<file path="src/rtl/hk_anim_pkg.sv">
// Shared types and helpers for the knight sprite animation sequencer.
package hk_anim_pkg;

    typedef enum logic [1:0] {
        ST_IDLE = 2'd0,
        ST_WALK = 2'd1,
        ST_JUMP = 2'd2,
        ST_ATK  = 2'd3
    } anim_state_t;

    localparam logic [3:0] STS_IDLE = 4'd0;
    localparam logic [3:0] STS_WALK = 4'd1;
    localparam logic [3:0] STS_JUMP = 4'd2;
    localparam logic [3:0] STS_ATK  = 4'd3;

    // Unknown motion codes fall back to idle.
    function automatic anim_state_t status_to_state(input logic [3:0] s);
        anim_state_t st;
        case (s)
            STS_WALK: st = ST_WALK;
            STS_JUMP: st = ST_JUMP;
            STS_ATK:  st = ST_ATK;
            default:  st = ST_IDLE;
        endcase
        return st;
    endfunction

endpackage

</file>
<file path="src/rtl/knight_anim_ctrl_counter.sv">
// Hold/frame counters for one sprite set; wraps or saturates on the last frame.
module anim_frame_counter #(
    parameter int HOLD_TICKS = 6
) (
    input  logic       clk_i,
    input  logic       rst_i,
    input  logic       tick_i,
    input  logic       clear_i,
    input  logic [3:0] nframes_i,
    input  logic       saturate_i,
    output logic [2:0] frame_idx_o,
    output logic       last_done_o
);

    localparam logic [3:0] HOLD_LAST = 4'(HOLD_TICKS - 1);

    logic [3:0] hold_q, hold_d;
    logic [2:0] frame_q, frame_d;
    logic [2:0] last_idx;
    logic       hold_end;

    assign last_idx    = 3'(nframes_i - 4'd1);
    assign hold_end    = (hold_q == HOLD_LAST);
    assign last_done_o = tick_i & hold_end & (frame_q == last_idx);
    assign frame_idx_o = frame_q;

    always_comb begin
        hold_d  = hold_q;
        frame_d = frame_q;
        if (tick_i) begin
            if (clear_i) begin
                hold_d  = '0;
                frame_d = '0;
            end else if (hold_end) begin
                hold_d = '0;
                if (frame_q != last_idx)
                    frame_d = frame_q + 3'd1;
                else if (!saturate_i)
                    frame_d = '0;
            end else begin
                hold_d = hold_q + 4'd1;
            end
        end
    end

    always_ff @(posedge clk_i or posedge rst_i) begin
        if (rst_i) begin
            hold_q  <= '0;
            frame_q <= '0;
        end else begin
            hold_q  <= hold_d;
            frame_q <= frame_d;
        end
    end

endmodule

</file>
<file path="src/rtl/knight_anim_ctrl.sv">
// Knight sprite animation sequencer: per-video-frame state, frame index and facing.
module knight_anim_ctrl
    import hk_anim_pkg::*;
#(
    parameter int HOLD_TICKS  = 6,
    parameter int IDLE_FRAMES = 2,
    parameter int WALK_FRAMES = 4,
    parameter int JUMP_FRAMES = 3,
    parameter int ATK_FRAMES  = 4
) (
    input  logic       Clk,
    input  logic       Reset,
    input  logic       frame_clk,
    input  logic [3:0] BallStatus,
    input  logic [1:0] dir_key,
    output logic [1:0] sprite_sel,
    output logic [2:0] frame_idx,
    output logic       facing_left,
    output logic       anim_done
);

    logic        frame_clk_q;
    logic        armed_q;
    logic        tick;
    anim_state_t state_q, state_d;
    anim_state_t req;
    logic        facing_q;
    logic        done_q;
    logic        clear;
    logic        last_done;
    logic [3:0]  nframes;

    // armed_q keeps a level held high through reset from counting as an edge.
    assign tick = frame_clk & ~frame_clk_q & armed_q;
    assign req  = status_to_state(BallStatus);

    always_comb begin
        case (state_q)
            ST_WALK: nframes = 4'(WALK_FRAMES);
            ST_JUMP: nframes = 4'(JUMP_FRAMES);
            ST_ATK:  nframes = 4'(ATK_FRAMES);
            default: nframes = 4'(IDLE_FRAMES);
        endcase
    end

    always_comb begin
        state_d = state_q;
        clear   = 1'b0;
        if (tick) begin
            if (state_q == ST_ATK) begin
                if (last_done) begin
                    state_d = req;
                    clear   = 1'b1;
                end
            end else if (req != state_q) begin
                state_d = req;
                clear   = 1'b1;
            end
        end
    end

    always_ff @(posedge Clk or posedge Reset) begin
        if (Reset) begin
            frame_clk_q <= 1'b0;
            armed_q     <= 1'b0;
            state_q     <= ST_IDLE;
            facing_q    <= 1'b0;
            done_q      <= 1'b0;
        end else begin
            frame_clk_q <= frame_clk;
            armed_q     <= armed_q | ~frame_clk;
            state_q     <= state_d;
            done_q      <= tick & (state_q == ST_ATK) & last_done;
            if (tick && state_q != ST_ATK) begin
                if (dir_key == 2'b10)
                    facing_q <= 1'b1;
                else if (dir_key == 2'b01)
                    facing_q <= 1'b0;
            end
        end
    end

    anim_frame_counter #(
        .HOLD_TICKS (HOLD_TICKS)
    ) u_cnt (
        .clk_i       (Clk),
        .rst_i       (Reset),
        .tick_i      (tick),
        .clear_i     (clear),
        .nframes_i   (nframes),
        .saturate_i  (state_q == ST_JUMP),
        .frame_idx_o (frame_idx),
        .last_done_o (last_done)
    );

    assign sprite_sel  = state_q;
    assign facing_left = facing_q;
    assign anim_done   = done_q;

endmodule

</file>
<file path="config.mk">
export PLATFORM = sky130hd
export DESIGN_NAME = knight_anim_ctrl
export DESIGN_NICKNAME = d
export VERILOG_FILES = /design/src/rtl/hk_anim_pkg.sv /design/src/rtl/knight_anim_ctrl_counter.sv /design/src/rtl/knight_anim_ctrl.sv
export SDC_FILE = /design/constraint.sdc
export NUM_CORES = 1
export LEC_CHECK = 0
export BUFFER_PORTS_ARGS = -buffer_cell sky130_fd_sc_hd__buf_2
export CORE_UTILIZATION = 46
export DETAILED_ROUTE_END_ITERATION = 8
export PLACE_DENSITY = 0.72
export SETUP_SLACK_MARGIN = 0.5
export SLEW_MARGIN = 20
export SYNTH_ARGS = -nofsm -noshare
export SYNTH_HDL_FRONTEND = slang
export SYNTH_SLANG_ARGS = --single-unit
</file>
<file path="constraint.sdc">
create_clock -name Clk -period 1.7 [get_ports Clk]
set_clock_uncertainty 0.05 [all_clocks]
set_input_delay 0.17 -clock Clk [delete_from_list [all_inputs] [get_ports Clk]]
set_output_delay 0.17 -clock Clk [all_outputs]
set_load 0.005 [all_outputs]
</file>
## Word-level counts from Yosys, hierarchy flattened

Index checks and enable logic that the tools add are counted.

- $add $sub $neg: 3
- Equality and inequality tests: 15
- Multiplexer cells: 17
- Bitwise logic cells: 9
- Reductions and logical operators: 8

Operator list:

| operator | count |
|---|---|
| 3-bit 2-to-1 mux | 4 |
| 4-bit by 2-bit equality test with 1-bit output, second input constant | 2 |
| 4-bit 2-to-1 mux | 2 |
| 1-bit AND | 6 |
| 2-bit equality test, second input constant | 3 |
| 1-bit 2-to-1 mux | 6 |
| 2-bit 2-to-1 mux | 3 |
| 2-bit case mux with 3 select lines | 1 |
| 3-bit case mux with 2 select lines | 1 |
| 3-bit AND reduction | 2 |
| 2-bit nonzero test | 3 |
| 4-bit by 1-bit adder with 4-bit output, second input constant | 1 |
| 2-bit by 1-bit equality test with 1-bit output, second input constant | 2 |
| 4-bit by 1-bit equality test with 1-bit output, second input constant | 1 |
| 4-bit by 3-bit equality test with 1-bit output, second input constant | 1 |
| 2-bit != test, second input constant | 2 |
| 3-bit by 1-bit adder with 3-bit output, second input constant | 1 |
| 3-bit equality test | 1 |
| 3-bit != test | 1 |
| 3-bit != test, second input constant | 1 |
| 3-bit by 1-bit subtractor with 3-bit output, second input constant | 1 |
| 2-bit != test | 1 |
| 1-bit inverter | 2 |
| 2-bit AND reduction | 1 |
| 3 further kinds | 3 |

- Bits in registers: 13
- Bits of input ports: 9
- Output and inout port bits: 7
- Word-level logic and storage cells: 59

## Longest topological paths before layout

- Depth after elaboration: 11
- Depth in mapped cells: 7
- Depth with buffers taken out: 6

## Modules after synthesis

A second synthesis with hierarchy kept.

- Cell total of the unflattened synthesis: 91
- Area, all modules: 839.6 µm²

By module, submodules not included:

| module | times used | cells each | area each (µm²) | seq. area each (µm²) |
|---|---|---|---|---|
| anim_frame_counter | 1 | 54 | 493.0 | 175.2 |
| knight_anim_ctrl | 1 | 37 | 346.6 | 150.1 |

## Worst setup path before layout

Ideal clock, no wire load.

- Kind: reg2reg
- Start point: register u_cnt.hold_q[1]
- End point: register u_cnt.hold_q[0]
- Library setup time: 139 ps
- Arrival time: 1,442 ps
- Data required time: 1,511 ps
- Setup slack: 69 ps
- Cell stages (with the launch flop): 8
- Path buffers: 1
- Clock period less this slack: 1,631 ps
- Cells stage by stage: dfrtp_1 -> inv_1 -> ha_1 -> and3b_1 -> buf_2 -> a41oi_1 -> nor4_4 -> o21ai_1

- Word-level cells in the longest chain between the ends: 7
- Elaborated cells between the ends (all ways): 8
- Classes of those cells: eq/ne: 1; mux: 5; bitwise: 2

Ends and longest elaborated chain:

| what | line | source |
|---|---|---|
| start: declaration | knight_anim_ctrl_counter.sv:17 | `logic [3:0] hold_q, hold_d;` |
| start signal: assignment | knight_anim_ctrl_counter.sv:51 | `hold_q <= hold_d;` |
| 4-bit by 3-bit equality test with 1-bit output (*) | knight_anim_ctrl_counter.sv:23 | `assign hold_end = (hold_q == HOLD_LAST);` |
| 1-bit AND (2 in series) | knight_anim_ctrl_counter.sv:24 | `assign last_done_o = tick_i & hold_end & (frame_q == last_idx);` |
| 1-bit 2-to-1 mux | knight_anim_ctrl.sv:51 | `if (last_done) begin` |
| 1-bit 2-to-1 mux | knight_anim_ctrl.sv:50 | `if (state_q == ST_ATK) begin` |
| 1-bit 2-to-1 mux | knight_anim_ctrl.sv:49 | `if (tick) begin` |
| 4-bit 2-to-1 mux (*) | knight_anim_ctrl_counter.sv:31 | `if (clear_i) begin` |

Every way passes the cells marked *; elsewhere a longest branch is shown, timed or not.
A chain may end at the register's enable or synchronous reset.

## Worst setup path in the final report

- Start point: register state_q[0] (netlist: sprite_sel[0])
- End point: register u_cnt.hold_q[0]

- Word-level cells in the longest chain between the ends: 10
- Elaborated cells between the ends (all ways): 14
- Classes of those cells: add/sub: 1; eq/ne: 5; mux: 6; bitwise: 1; reduce/logical: 1

Ends and longest elaborated chain:

| what | line | source |
|---|---|---|
| start: declaration | knight_anim_ctrl.sv:25 | `anim_state_t state_q, state_d;` |
| start signal: assignment | knight_anim_ctrl.sv:72 | `state_q <= state_d;` |
| 2-bit equality test / 2-bit by 1-bit equality test with 1-bit output (equally long branches) | knight_anim_ctrl.sv:38, knight_anim_ctrl.sv:50 |  |
| 2-bit OR reduction (no source line) | n/a |  |
| 3-bit case mux with 2 select lines | knight_anim_ctrl.sv:38 | `case (state_q)` |
| 3-bit by 1-bit subtractor with 3-bit output | knight_anim_ctrl_counter.sv:22 | `assign last_idx = 3'(nframes_i - 4'd1);` |
| 3-bit equality test | knight_anim_ctrl_counter.sv:24 |  |
| 1-bit AND | knight_anim_ctrl_counter.sv:24 |  |
| 1-bit 2-to-1 mux | knight_anim_ctrl.sv:51 |  |
| 1-bit 2-to-1 mux (*) | knight_anim_ctrl.sv:50 |  |
| 1-bit 2-to-1 mux (*) | knight_anim_ctrl.sv:49 |  |
| 4-bit 2-to-1 mux (*) | knight_anim_ctrl_counter.sv:31 |  |

Marks and branches as above.

==> run metrics <==
worst path buffer plus inverter count=1; Antenna Nets Post-Route=0; Synth area leaders=dfrtp_1, ha_1, nand2_1; Post-Syn Area=roughly 760 um^2; CTS H-tree depth=1; Primary FF master, synth=dfrtp_1; via count=slightly below 700; Detailed Place HPWL=about 1200 um; Least-Margin Pin Slew=497.2 ps; DIE HEIGHT=between 40 and 50 um; r2r setup slk=~120 ps; per-cell routed wire length=about 15 um; largest net degree at the start of global routing=14; WS Path Type=register to register; Syn-to-layout area delta=45.90%; startpoint types=register; Arr. time, crit path=about 1700 ps; Max Cap Viol=0; Max clock buf depth=2; Top Family by Delay on Critical Path=simple AND/OR/NAND/NOR gates; worst path cell trace=nor4bb_2, o21a_1, nor4_4, buf_6, o21ai_1; total chip power=approximately 1.4 mW; Root Driver=clkbuf_4; internal power=around 0.9 mW; worst vdd ir=between 0.9 and 1 mV; EDFF count, synth=0; Leakage=0.5115 nW; Total Neg Setup Slack=0 ps; post-synth top area share=0.4262; clk_lat worst skew=a little under 300 ps; FF+latch count, synth=13; CTS tree=yes; Comb power frac=0.521; CTS clk-pin slew, worst paths=approximately 90 ps; fin crit period=about 1600 ps; Synth warnings=0; Synth async-reset ratio=1.000; number of buffers created by CTS=3; placer congestion estimate=between 0.7 and 0.8; Slew headroom=0.6682; Util after Layout=0.7307; # rows=14; post-synth cell types=35; # fillers=between 100 and 150; Switching Fraction=0.3514; core area=approximately 1500 um^2; Crit path largest cell delay=roughly 460 ps; vias in the first global route=694; Die X-Extent=around 43 um; initial antenna violation count=0; final cell count without fillers=122; initial DRC count=10; part of the power in registers=0.339; final slew viol count=0; period utilization=0.9320; Pwr Density=approximately 1200 nW/um^2; Sink Count=13; Worst Hold Class=primary input to register; Hold Vio Cnt, Final=0; Final setup viols=0; clock share of power=0.141; Inserted Diodes=0; critical path fanouts, max=7; unrepaired setup endpoints after global routing=yes; multi-input combinational cell area=~500 um^2; initial core utilization=0.5008; # DRC=0; status=complete, no violations; area leader, netlist=dfrtp_1; final non-filler cell area=1114 um^2; layout cells sized above 1=0.5189; Ports=16; maximum clock rate=roughly 0.63 GHz; switching pwr=approximately 0.5 mW; Mapped Cells=between 70 and 80; CP Data Required Time=between 1500 and 2000 ps; GRT Total Usage=0.2194; crit end category=register; post-synthesis sequential area ratio=0.4262; Inst Count DP=roughly 110; Remaining Overflow, GRT=0; Reg area=roughly 330 um^2; commonest non-fill, non-tap cell in the layout=buf_2; Mapped Avg Cell Area=between 10 and 15 um^2; Final #Nets=between 100 and 150; final WL=between 1500 and 2000 um; syn_nets=between 80 and 90; vias per cell=between 5 and 6; Placed Instance Area=927.1 um^2; Worst path slowest cell=dfrtp_2; Total Die Area=1826 um^2; DRT Pass-1 Iters=4; Port-buffer cells=15; most frequent cells in the layout=buf_2, dfrtp_1, buf_4, nand2_1, buf_6; first-pass GRT wire length=between 3000 and 4000 um
-- routing by layer --
layer,global-route usage,wire length (um)
met1,0.2760,849
met2,0.3758,924
met3,0.07660,67
met4,0.01875,16
met5,0,0
-- power groups by stage --
stage,logic (mW),clock network (mW),registers (mW)
2_1_floorplan,0.307,0,0.474
5_1_grt,0.772,0.210,0.482
3_3_place_gp,0.465,0,0.471
4_1_cts,0.596,0.196,0.458
6_report,0.721,0.195,0.469
3_5_place_dp,0.479,0,0.478
-- flip-flops by register name, indices dropped and copies added, names as in the netlist --
name / cells
facing_left: 1
sprite_sel: 2
anim_done: 1
armed_q: 1
u_cnt.hold_q: 4
frame_clk_q: 1
u_cnt.frame_idx_o: 3
-- path summary, 6_finish.rpt --
kind | from | end | cells past startpoint
setup / recovery | sprite_sel[0] | u_cnt.hold_q[0] | 5
hold / removal | frame_clk | armed_q | 2
setup reg to reg | sprite_sel[0] | u_cnt.hold_q[0] | 5
hold reg to reg | facing_left | facing_left | 1
max in group asynchronous | Reset | sprite_sel[1] | 3
min in group asynchronous | Reset | facing_left | 3
-- cell usage after synthesis, types with 2 or more instances --
| cell | count |
|---|---|
| nand2_1 | 7 |
| nor3b_1 | 2 |
| a2bb2oi_1 | 2 |
| nand3_1 | 2 |
| o21ai_0 | 3 |
| dfrtp_1 | 13 |
| nor3_1 | 2 |
| and3b_1 | 2 |
| ha_1 | 4 |
| a21oi_1 | 5 |
| nor4bb_1 | 2 |
| inv_1 | 4 |
| nor2_1 | 2 |
| nor4b_1 | 2 |
-- cell type report --
type                    instances  share of cell area
clock buffers                   3             0.02022
well taps                      16             0.01798
multi-input cells              54              0.4472
flip-flops and latches         13              0.2944
inverters                       4             0.01348
clock inverters                 1            0.004494
repair buffers                 31              0.2022
-- stage by stage --
stage / setup WS (ps) / hold slack [ps]
4_1_cts: 132.0 / 58.35
3_3_place_gp: 122.7 / 168.3
6_report: 115.6 / 57.31
2_1_floorplan: 108.1 / -3.041
3_5_place_dp: 71.08 / 164.3
5_1_grt: 43.39 / 59.88
-- kinds of logic (layout without fill, tap and decap cells) --
kind of cell | Yosys count | in the layout | synth area share
buffers and inverters | 6 | 39 | 0.04097
AOI/OAI and AO/OA | 17 | 17 | 0.1607
adders and majority gates | 4 | 4 | 0.06558
muxes | 1 | 1 | 0.01475
and+or+nand+nor | 32 | 32 | 0.2919
DFF | 13 | 13 | 0.4262
-- what timing repair did --
item                                    in CTS  in global routing
hold endpoints to repair                    14                  0
buffers inserted                             3                  4
pin swaps                                    4                  1
resized for setup                            9                 10
hold buffers                                 2                  0
endpoints found under the setup margin      12                 14
(Power assumes the default switching activity.)
